**config.mk**
```make
export PLATFORM = sky130hd
export DESIGN_NAME = booth_pp_accumulator
export DESIGN_NICKNAME = d
export VERILOG_FILES = /design/src/rtl/booth_pp_accumulator.sv
export SDC_FILE = /design/constraint.sdc
export NUM_CORES = 1
export LEC_CHECK = 0
export ABC_CLOCK_PERIOD_IN_PS = 5900
export BUFFER_PORTS_ARGS = -buffer_cell sky130_fd_sc_hd__buf_4
export CAP_MARGIN = 25
export CORE_ASPECT_RATIO = 0.7
export CORE_MARGIN = 2
export CORE_UTILIZATION = 40
export DETAILED_ROUTE_END_ITERATION = 8
export SYNTH_ARGS = -nofsm -noshare
export SYNTH_HDL_FRONTEND = slang
export SYNTH_SLANG_ARGS = --single-unit
```
**constraint.sdc**
```tcl
create_clock -name clk -period 5.9 [get_ports clk]
set_clock_uncertainty 0.15 [all_clocks]
set_input_delay 1.18 -clock clk [delete_from_list [all_inputs] [get_ports clk]]
set_output_delay 1.18 -clock clk [all_outputs]
set_load 0.005 [all_outputs]
```
**src/rtl/booth_pp_accumulator.sv**
```systemverilog
// booth_pp_accumulator: sequential radix-4 Booth multiplier controller, one external-encoder partial product per cycle
// Optional BOOTH_ZERO_SKIP_EN: a zero operand bypasses RUN and completes one cycle after acceptance.
module booth_pp_accumulator #(
  parameter int WIDTH = 8
) (
  input  logic                 clk,
  input  logic                 rst_n,
  input  logic                 in_valid,
  output logic                 in_ready,
  input  logic [WIDTH-1:0]     x_in,
  input  logic [WIDTH-1:0]     y_in,
  output logic [WIDTH-1:0]     enc_x,
  output logic [2:0]           enc_operand,
  input  logic [2*WIDTH-1:0]   enc_pp,
  output logic                 busy,
  output logic                 out_valid,
  input  logic                 out_ready,
  output logic [2*WIDTH-1:0]   product
);
  localparam int DIGITS = WIDTH / 2;
  localparam int CW = (DIGITS > 1) ? $clog2(DIGITS) : 1;
  typedef enum logic [1:0] {IDLE, RUN, DONE} state_t;
  state_t state;
  logic [WIDTH-1:0] x_r, y_r;
  logic [2*WIDTH-1:0] acc, acc_nxt;
  logic [CW-1:0] i;
  logic [WIDTH:0] y_ext;
  assign y_ext = {y_r, 1'b0};
  // triplet {y[2i+1], y[2i], y[2i-1]} with y[-1] = 0 supplied by the appended zero
  assign enc_operand = (state == RUN) ? 3'(y_ext >> {i, 1'b0}) : 3'b000;
  assign enc_x = x_r;
  assign acc_nxt = acc + (enc_pp << {i, 1'b0});
  assign in_ready = (state == IDLE);
  assign busy = (state != IDLE);
  assign out_valid = (state == DONE);
  always_ff @(posedge clk or negedge rst_n) begin
    if (!rst_n) begin
      state <= IDLE;
      x_r <= '0;
      y_r <= '0;
      acc <= '0;
      i <= '0;
      product <= '0;
    end else begin
      case (state)
        IDLE: if (in_valid) begin
          x_r <= x_in;
          y_r <= y_in;
          acc <= '0;
          i <= '0;
`ifdef BOOTH_ZERO_SKIP_EN
          if (x_in == '0 || y_in == '0) begin
            product <= '0;
            state <= DONE;
          end else begin
            state <= RUN;
          end
`else
          state <= RUN;
`endif
        end
        RUN: begin
          acc <= acc_nxt;
          i <= i + 1'b1;
          if (i == CW'(DIGITS - 1)) begin
            product <= acc_nxt;
            state <= DONE;
          end
        end
        DONE: if (out_ready) state <= IDLE;
        default: state <= IDLE;
      endcase
    end
  end
endmodule

```
### Word level (Yosys, flattened, before mapping)

Index checks and enable logic that the tools add are counted.

* bits in registers: 52
* input port bits: 36
* output and inout port bits: 30
* logic and storage cells: 32

* add/subtract/negate cells: 2
* equal/unequal tests: 6
* shifts and indexed selects: 2
* muxes and demuxes: 9
* reductions and logical operators: 7

Operators with widths (count)
* case mux 16 bit (2 select lines): 1
* adder 16 bit: 1
* 2-to-1 mux 16 bit: 1
* << shifter 16 x 3 -> 16 bit: 1
* >> shifter 9 x 3 -> 3 bit: 1
* 2-to-1 mux 2 bit: 4
* case mux 2 bit (3 select lines): 1
* AND reduction 2 bit: 3
* == test 2 bit (second input constant): 2
* != test 2 x 1 -> 1 bit (second input constant): 2
* case mux 2 bit (2 select lines): 1
* nonzero test 2 bit: 2
* 2-to-1 mux 3 bit: 1
* AND reduction 3 bit: 1
* adder 2 x 1 -> 2 bit (second input constant): 1
* == test 2 x 1 -> 1 bit (second input constant): 1
* logical NOT 2 bit: 1
* != test 2 bit (second input constant): 1

### Logic depth before layout (Yosys ltp)

* word-level depth: 3
* mapped depth: 12
* mapped depth without buffers: 10

### Least setup slack after synthesis

Ideal clock, no wire load.

* kind: in2reg
* start: input enc_pp[6]
* end: register acc[13]
* library setup time: 0.121 ns
* arrival: 3.119 ns
* required time: 5.629 ns
* slack: 2.510 ns
* cell stages on the path: 10
* buffers on the path: 0
* cells stage by stage: nor2b_1 > a211oi_1 > a21oi_1 > ha_1 > a211oi_2 > nor2_1 > o31ai_4 > a31oi_1 > or3_1 > a32o_2

* word-level cells in the longest chain between the ends: 3

RTL lines
* start: declaration: RTL line 14 `input logic [2*WIDTH-1:0] enc_pp,`
* << shifter 16 x 3 -> 16 bit: RTL line 32 `assign acc_nxt = acc + (enc_pp << {i, 1'b0});`
* adder 16 bit: RTL line 32
* case mux 16 bit (2 select lines): RTL line 45 `case (state)`
* end signal: assignment: RTL line 63 `acc <= acc_nxt;`
* end: declaration: RTL line 25 `logic [2*WIDTH-1:0] acc, acc_nxt;`

No other way between the ends.
A chain may end at the register's enable or synchronous reset.

### Worst setup path after layout

* start: register i[1]
* end: register product[12]

* word-level cells in the longest chain between the ends: 2
* elaborated cells on any way between the ends: 4
* those cells by class: 1 x add/sub; 1 x eq/ne; 1 x shift; 1 x reduce/logical

RTL lines
* start: declaration: RTL line 26 `logic [CW-1:0] i;`
* start signal: assignment: RTL line 64 `i <= i + 1'b1;`
* << shifter 16 x 3 -> 16 bit / == test 2 bit (equally long branches): RTL line 32, 65
* adder 16 bit / AND reduction 2 bit (equally long branches)
* end signal: assignment: RTL line 66 `product <= acc_nxt;`
* end: declaration: RTL line 18 `output logic [2*WIDTH-1:0] product`

Several ways; a longest one is shown, not always the timed one.

==> flow_summary.yaml <==
timing:
  min_period_ps: 3561
  slew_headroom_pct: 31.41
  fin_crit_sh_pct: 60.35
  max_freq_ghz: 0.2808
  fin_setup_tns_ps: 0
  worst_slack_ps: 2339
  rsz0062_at_grt: "no"
  setup_viol: 0
  slew_viol_final: 0
  worstMarginPinSlew_ps: 1029
  hold_viol: 0
floorplanning:
  core_area_um2: 7838
  chipWidth_um: 111.4
  num_io_pins: 66
  dieArea_um2: 8826
  start_util_pct: 41.24
  num_rows: 27
  die_y_um: 79.21
yosys:
  synth_async_sr_flop_share_pct: 100.0
  synth-seq-area-share_pct: 40.26
  yosysTopAreaCellShare_pct: 40.26
  ys_dominant_reg_cell: "dfrtp_1"
  ys_warn_count: 0
  synthesis.nets: 372
  synthCells: 319
  synth.avg_cell_area_um2: 10.13
  synth_top_area_cell: "dfrtp_1"
  ys_ff_latch: 52
  synth_most_common_cell: "dfrtp_1"
  synth_edf_count: 0
  ys_types: 53
  synth_area_um2: 3232
  ys_top_cells_by_area: "dfrtp_1 (40%), mux2_2 (7.3%), ha_1 (6.2%)"
  ys_top_cells_by_count: "dfrtp_1 (52), nand2_1 (33), o21ai_0 (29)"
global_route:
  first_global_vias: 2654
  grt_pass1_wl_um: 13450
  antenna_found_initial: 0
  grt-ovfl-total: 0
  grt_max_degree: 53
  grtUsageTotal_pct: 19.24
critical_path:
  cpPeakStageDelay_ps: 1030
  slowest_stage: "dfrtp_1"
  required_ps: 5930
  reg2regPathDepth: 9
  cp-start-kind: "register"
  cp-end-kind: "register"
  cp_max_fo: 26
  arrival_ps: 3590
  critical_path_class: "reg -> reg"
  path_cells: "nor3b_1, ha_1, fa_1, a21oi_1, o21ai_0, a21o_2, a211oi_1, mux2i_1, nand3_1"
clock_tree:
  cts_buffers: 5
  htree_levels: 2
  ctsHoldBuffers: 0
  cts_num_sinks: 52
  cts_setup_buffers: 0
  cts_tree: "done"
  clk_pin_slew_ps: 70
  cts_root_buffer: "clkbuf_16"
  ctsResizeCount: 0
  clock_path_buffers: 2
  insertion_delay_ps: 300
finish:
  antenna_cells: 0
  multi_input_area_um2: 1842
  final_nets: 432
  drive_gt1_share_pct: 30.79
  fillers: 736
  syn2layout_area_growth_pct: 23.19
  final_cells: 481
  seqCellArea_um2: 1301
place:
  io_buffers: 65
  place.detailed.hpwl_um: 5700
  post-place-ws_ps: 2089
  dp.cells: 472
  gp_congestion: 0.8929
power:
  peakVddDrop_uv: 317.6
  swShare_pct: 43.25
  internal_power_mw: 1.496
  p_seq_share_pct: 25.6
  powerDensity_nw_per_um2: 662.0
  clkPwrFrac_pct: 11.5
  switching_power_mw: 1.140
  p_leak_nw: 1.834
  p_comb_share_pct: 62.9
min_path:
  hold_path_depth: 2
  hold_class: "reg -> reg"
route:
  via_per_inst: 5.532
  routed_wl_um: 7896
  num_vias: 2661
  drtPass1Iterations: 4
  antenna_left: 0
  route.detailed.drc: 0
  dr.first_iter.drc_count: 135
  detail_route.wl_per_cell_um: 16.42
outcome:
  outcome: "complete, no violations"
job:
  maxCapViolations: 0
[power by group through the flow]
stage	Sequential [mW]	Clock (mW)	Combinational [mW]
after floorplan	0.637	0	1.20
final	0.675	0.303	1.66
after global placement	0.673	0	1.61
after global routing	0.701	0.327	1.86
after CTS	0.677	0.312	1.65
after detailed placement	0.682	0	1.64
[worst paths after layout]
| check | startpoint | endpoint | slack (ps) |
|---|---|---|---|
| hold reg to reg | product[9] | product[9] | 330 |
| setup / recovery | i[1] | product[12] | 2340 |
| hold / removal | product[9] | product[9] | 330 |
| setup reg to reg | i[1] | product[12] | 2340 |
| min in group asynchronous | rst_n | product[10] | 770 |
| max in group asynchronous | rst_n | y_r[5] | 4380 |
[sequential cells by signal (all words and copies together) (netlist names)]
name / count
acc: 16
enc_x: 8
i: 2
product: 16
state: 2
y_r: 8
[metal layers]
layer | share of wire [%] | GRT usage [%] | up-vias | routed length (um)
li1 | - | - | 1296 | -
met1 | 49 | 26.50 | 1278 | 3849
met2 | 43 | 30.55 | 79 | 3398
met3 | 7.0 | 4.733 | 8 | 553
met4 | 1.2 | 5.185 | 0 | 94
met5 | 0 | 0 | - | 0
[cells by family after synthesis]
| kind of cell | synth area share [%] |
|---|---|
| buffers and inverters | 2.749 |
| AOI/OAI and AO/OA | 16.07 |
| and+or+nand+nor | 15.99 |
| xor gates and xnor gates | 2.594 |
| DFF | 40.26 |
| adders and majority gates | 6.814 |
| muxes | 15.52 |
[metrics by stage]
step	power (mW)	instance area, um^2	util [%]	hold WS (ps)
CTS	2.641	3954	50.45	338.1
global placement	2.283	3806	48.56	314.5
finish	2.635	3981	50.80	328.5
global route	2.889	3981	50.80	366.8
floorplan	1.837	3232	-	322.6
detailed placement	2.322	3806	48.56	322.1
[cells in the final DEF, fill, tap and decap left out, types with 3 or more instances in the layout]
cell type  synthesis  layout
nor2b_1            6       6
xnor2_1            7       7
mux4_2             6       6
nor3b_1            7       7
nand2_1           33      33
mux2i_1           13      13
a211oi_1           6       6
mux2_2            21      21
dfrtp_1           52      52
o31ai_1            3       3
inv_1              5       5
clkbuf_16          0       5
nand3_1           23      23
nand2b_1           4       4
nor2_1            12      12
a21oi_1           14      14
o21ai_0           29      29
buf_4              1      69
a31oi_1            4       4
ha_1              16      16
nor3_1             4       4
a21o_1             3       3
[final cells by class]
type                       instances  share of cell area [%]
clock buffer                       5                   3.143
clock inverter                     3                  0.5657
inverter                           5                  0.4714
multi-input combinational        245                   46.26
sequential                        52                   32.68
tap                              101                   3.174
timing repair buffer              70                   13.70
[critical path, delay by kind of cell (launching register included)]
| family | cells | cell delay, ps |
|---|---|---|
| fa+ha+maj | 2 | 680 |
| flops | 1 | 1030 |
| simple gates | 2 | 200 |
| mux | 1 | 250 |
| compound gates | 4 | 1110 |
Power figures use the tool's default switching activity.
